--- config.mk ---
export PLATFORM = sky130hd
export DESIGN_NAME = ex_control_unit
export DESIGN_NICKNAME = d
export VERILOG_FILES = /design/src/rtl/rv_ctrl_pkg.sv /design/src/rtl/alu_decoder.sv /design/src/rtl/ex_control_unit.sv
export SDC_FILE = /design/constraint.sdc
export NUM_CORES = 1
export LEC_CHECK = 0
export ABC_AREA = 1
export CAP_MARGIN = 20
export CORE_AREA = 2 2 39 41
export DETAILED_ROUTE_END_ITERATION = 8
export DIE_AREA = 0 0 41 43
export RECOVER_POWER = 100
export SLEW_MARGIN = 40
export SYNTH_ARGS = -nofsm -noshare
export SYNTH_HDL_FRONTEND = slang
export SYNTH_SLANG_ARGS = --single-unit
--- constraint.sdc ---
create_clock -name clk -period 1.1 [get_ports clk]
set_clock_uncertainty 0.05 [all_clocks]
set_input_delay 0.22 -clock clk [delete_from_list [all_inputs] [get_ports clk]]
set_output_delay 0.22 -clock clk [all_outputs]
set_load 0.02 [all_outputs]
--- src/rtl/rv_ctrl_pkg.sv ---
// Shared control constants for the RV32IM core: opcodes, ALU and MU operation
// codes, and result-mux indices.
package rv_ctrl_pkg;

    localparam logic [6:0] OP     = 7'b0110011;
    localparam logic [6:0] OP_IMM = 7'b0010011;
    localparam logic [6:0] BRANCH = 7'b1100011;
    localparam logic [6:0] LOAD   = 7'b0000011;
    localparam logic [6:0] STORE  = 7'b0100011;
    localparam logic [6:0] JAL    = 7'b1101111;
    localparam logic [6:0] JALR   = 7'b1100111;
    localparam logic [6:0] LUI    = 7'b0110111;
    localparam logic [6:0] AUIPC  = 7'b0010111;

    localparam logic [3:0] ALU_ADD  = 4'b0000;
    localparam logic [3:0] ALU_SUB  = 4'b1000;
    localparam logic [3:0] ALU_SLL  = 4'b0001;
    localparam logic [3:0] ALU_SLT  = 4'b0010;
    localparam logic [3:0] ALU_SLTU = 4'b0011;
    localparam logic [3:0] ALU_XOR  = 4'b0100;
    localparam logic [3:0] ALU_SRL  = 4'b0101;
    localparam logic [3:0] ALU_SRA  = 4'b1101;
    localparam logic [3:0] ALU_OR   = 4'b0110;
    localparam logic [3:0] ALU_AND  = 4'b0111;

    localparam logic [1:0] MU_MUL    = 2'b00;
    localparam logic [1:0] MU_MULH   = 2'b01;
    localparam logic [1:0] MU_MULHSU = 2'b10;
    localparam logic [1:0] MU_MULHU  = 2'b11;

    localparam int RES_ALU = 0;
    localparam int RES_MU  = 1;

    // Multiply group of the M extension; divides (func3[2]=1) are excluded.
    function automatic logic is_mul_op(input logic [6:0] opcode,
                                       input logic [2:0] func3,
                                       input logic [1:0] func7b50);
        return (opcode == OP) && (func7b50 == 2'b01) && !func3[2];
    endfunction

endpackage

--- src/rtl/alu_decoder.sv ---
// Combinational ALU operation decode from opcode, func3 and func7 bits 5/0.
import rv_ctrl_pkg::*;

module alu_decoder (
    input  logic [6:0] opcode,
    input  logic [2:0] func3,
    input  logic [1:0] func7b50,
    output logic [3:0] aluctl
);

    always_comb begin
        // NOTE: default first so every path assigns aluctl and no latch is inferred.
        aluctl = ALU_ADD;
        case (opcode)
            OP: begin
                // func7b50 == 01 is the M extension; the ALU only forms an address-free ADD.
                if (func7b50 != 2'b01) begin
                    if (func3 == 3'b000 || func3 == 3'b101)
                        aluctl = {func7b50[1], func3};
                    else
                        aluctl = {1'b0, func3};
                end
            end
            OP_IMM: begin
                // bit30 is immediate data for ADDI, so only shifts honour it.
                if (func3 == 3'b101)
                    aluctl = {func7b50[1], func3};
                else
                    aluctl = {1'b0, func3};
            end
            BRANCH: begin
                case (func3[2:1])
                    2'b00:   aluctl = ALU_SUB;
                    2'b10:   aluctl = ALU_SLT;
                    2'b11:   aluctl = ALU_SLTU;
                    default: aluctl = ALU_ADD;
                endcase
            end
            default: aluctl = ALU_ADD;
        endcase
    end

endmodule

--- src/rtl/ex_control_unit.sv ---
// Execute-stage control decoder: ALU select, MU select with a one-cycle start
// pulse, and the ALU/MU result-mux select.
import rv_ctrl_pkg::*;

module ex_control_unit #(
    parameter int ifuresctl_N = 2
) (
    input  logic                           clk,
    input  logic                           rst,
    input  logic [6:0]                     opcode,
    input  logic [2:0]                     func3,
    input  logic [1:0]                     func7b50,
    output logic [3:0]                     aluctl,
    output logic [1:0]                     mulctl,
    output logic                           mulstart,
    output logic [$clog2(ifuresctl_N)-1:0] ifuresctl
);

    localparam int RES_W = $clog2(ifuresctl_N);

    logic is_mul;
    logic mul_seen;

    assign is_mul = is_mul_op(opcode, func3, func7b50);

    alu_decoder u_alu_decoder (
        .opcode   (opcode),
        .func3    (func3),
        .func7b50 (func7b50),
        .aluctl   (aluctl)
    );

    // NOTE: state registers use non-blocking assignments so every flop samples pre-edge values.
    always_ff @(posedge clk) begin
        if (rst)
            mul_seen <= 1'b0;
        else
            mul_seen <= is_mul;
    end

    // Mealy edge detect: fires on the first cycle the multiply decode appears.
    assign mulstart  = is_mul & ~mul_seen & ~rst;
    assign mulctl    = is_mul ? func3[1:0] : MU_MUL;
    assign ifuresctl = is_mul ? RES_W'(RES_MU) : RES_W'(RES_ALU);

endmodule

==> summary.md <==
| Metric | Value |
|---|---|
| Status | finished with violations |
| Violated checks | setup timing |
| Fin. max-slew vios | 0 |
| Vias in the first global route | roughly 370 |
| Drt initial violations | 2 |
| Slowest stage delay, CP | 0.16 ns |
| IO Port Bufs | 21 |
| Filler cell count in the final layout | about 150 |
| Antenna-violating nets left | 0 |
| DIE AREA | ~0.0018 sq mm |
| Syn_area_per_cell | ~4.7 sq um |
| Crit. End Element | output port |
| Ant. Diodes | 0 |
| Hold Crit Class | input port to flip-flop |
| FF+latch count, synth | 1 |
| Power per cell area | 254 mW/mm^2 |
| Period minus WS final | 1.42 ns |
| Sw Pwr | approximately 70 uW |
| Post-synthesis sequential area ratio | 8.60% |
| Fin nets | 94 |
| Critical Path, Cell by Cell | buf_6 -> nor2_4 -> nand2_4 -> a21oi_4 -> buf_6 -> nand2_4 -> o21ai_4 -> buf_6 |
| Hpwl dp | around 700 microns |
| Die width | slightly above 40 microns |
| Worst setup SP type | input port |
| Most frequent cell after synthesis | nand2_1 |
| GRT Overall Usage | a little under an eighth |
| Power after layout | approximately 170 uW |
| Initial DRT Pass Iterations | 2 |
| First-pass GRT wire length | about 1.4 mm |
| Drt drc | 0 |
| Final period utilization | 129% |
| GRT overflow | 0 |
| Synth cell count leaders | nand2_1 (13), nor2_1 (11), inv_1 (10) |
| Switching share of power | approximately two fifths |
| Post-synth top area share | approximately a fifth |
| Initial antenna violation count | 0 |
| Yosys warns | 0 |
| Largest net degree at the start of global routing | 5 |
| Post-synth EDFFs | 0 |
| CP Max Fanout | 4 |
| Synth Instances | 49 |
| Reg with most FFs | mul_seen |
| Max-slew headroom | between 80% and 90% |
| Max Fclk | 0.706 GHz |
| Pint | 98.6 uW |
| Worst Hold Depth | 6 |
| Num rows | 14 |
| Routed WL | between 800 and 900 microns |
| Crit path required time | 0.83 ns |
| Worst-Margin Slew | around 0.19 ns |
| DIE HEIGHT | about 43 microns |
| Synth unique cells | 15 |
| Placer Congestion | roughly 0.8 |
| Hold violation count in the final report | 0 |
| Leading area contributor after synthesis | nand2_1 |
| CP max stage cell | a21oi_4 |
| Largest register FFs | 1 |
| Worst Slack Setup Final | -0.317 ns |
| Worst Path Arrival | 1.15 ns |
| Combinational share of power | between 70 and 80% |
| Biggest regs | mul_seen: 1 flops |
| Vias post-DR | ~400 |
| Most Frequent Cell on Critical Path | buf_6 |
| Share of cells above drive strength 1 | approximately 74% |
| Worst VDD drop | between 0.0001 and 0.00015 V |
| Syn nets | 63 |
| Clock transition at path regs | 0 ns |
| I/O pins | 22 |
| Ys async rst share | 0% |
| Max Cap Violations | 0 |
| Wire per inst | between 9 and 10 microns |
| RSZ-0062 raised after global routing | true |
| WHS | 0.622 ns |
| Post-DR vias/cell | just over 4 |
| Clock share of power | 0% |
| Leak | around 0.31 nW |
| Initial Util | approximately 17% |
| Core box area | 0.00138 sq mm |
| Synthesized cell area | between 200 and 250 sq um |
| Synth Flop Type | dfxtp_1 |
| Largest cells by area after synthesis | nand2_1 (21%), nor2_1 (18%), inv_1 (16%) |
| Endpoints failing setup | 8 |
| Area Growth Syn to Fin | 186% |
| Kind of critical path | input port to output port |
| Part of the power in registers | 21.9% |
-- power by group through the flow --
stage	registers [mW]	clock network [mW]	logic, mW
floorplan	0.0371	0	0.0391
global placement	0.0371	0	0.109
detailed placement	0.0371	0	0.111
CTS	0.0371	0	0.126
global route	0.0371	0	0.142
finish	0.0371	0	0.132
-- cell families after synthesis --
| family | count (synthesis) | synth area share [%] |
|---|---|---|
| AOI/OAI and AO/OA | 5 | 13.4 |
| and+or+nand+nor | 32 | 60.2 |
| DFF | 1 | 8.60 |
| buffers and inverters | 11 | 17.7 |
-- critical path: cells and delay by family --
family | cells | cell delay, ns
buf+inv | 3 | 0.35
compound gates | 2 | 0.30
simple gates | 3 | 0.28
-- cell usage in the layout (no fill, tap or decap), drive strengths merged --
cell type,n
a21oi,2
buf,23
clkbuf,3
clkdlybuf4s50,1
dfxtp,1
dlygate4sd2,2
inv,11
nand2,14
nand3,2
nor2,14
nor3,2
o21ai,2
o21bai,1
-- area by class of cell --
class	count	area, sq um	share of cell area [%]
multi-input cells	37	319	47.9
repair buffers	29	260	39.1
inverters	11	46.3	6.95
flip-flops and latches	1	20.0	3.01
well taps	16	20.0	3.01
-- per-stage QoR --
step / setup TNS (ns) / instance area (sq um) / worst slack [ns] / cells / util [%]
4_1_cts: -2.02 / 651 / -0.331 / 93 / 47.0
3_3_place_gp: -8.95 / 564 / -1.14 / 90 / 40.8
5_1_grt: -2.44 / 666 / -0.376 / 94 / 48.1
6_report: -1.96 / 666 / -0.317 / 94 / 48.1
3_5_place_dp: -9.11 / 564 / -1.18 / 90 / 40.8
2_1_floorplan: -0.525 / 304 / -0.140 / 49 / -
-- path summary, 6_finish.rpt --
path | slack, ns | startpoint | endpoint
worst min-delay path | 0.62 | func7b50[1] | mul_seen
worst max-delay path | -0.32 | opcode[2] | aluctl[0]
-- routing by layer --
layer | share of wire (%) | routed length [microns] | vias to the layer above | GRT usage (%)
li1 | - | - | 204 | -
met1 | 33 | 290 | 170 | 11.4
met2 | 59 | 523 | 13 | 21.9
met3 | 4.9 | 44 | 4 | 0.524
met4 | 3.7 | 33 | 0 | 4.00
met5 | 0 | 0 | - | 0
-- repair_timing --
action	CTS	global route
gates cloned	0	0
hold buffers	0	0
setup endpoints to repair	9	9
pin swaps	22	11
gates resized for setup	109	10
hold endpoints to repair	0	0
buffers inserted	3	1
No activity file was read; power rests on OpenSTA's default activity.
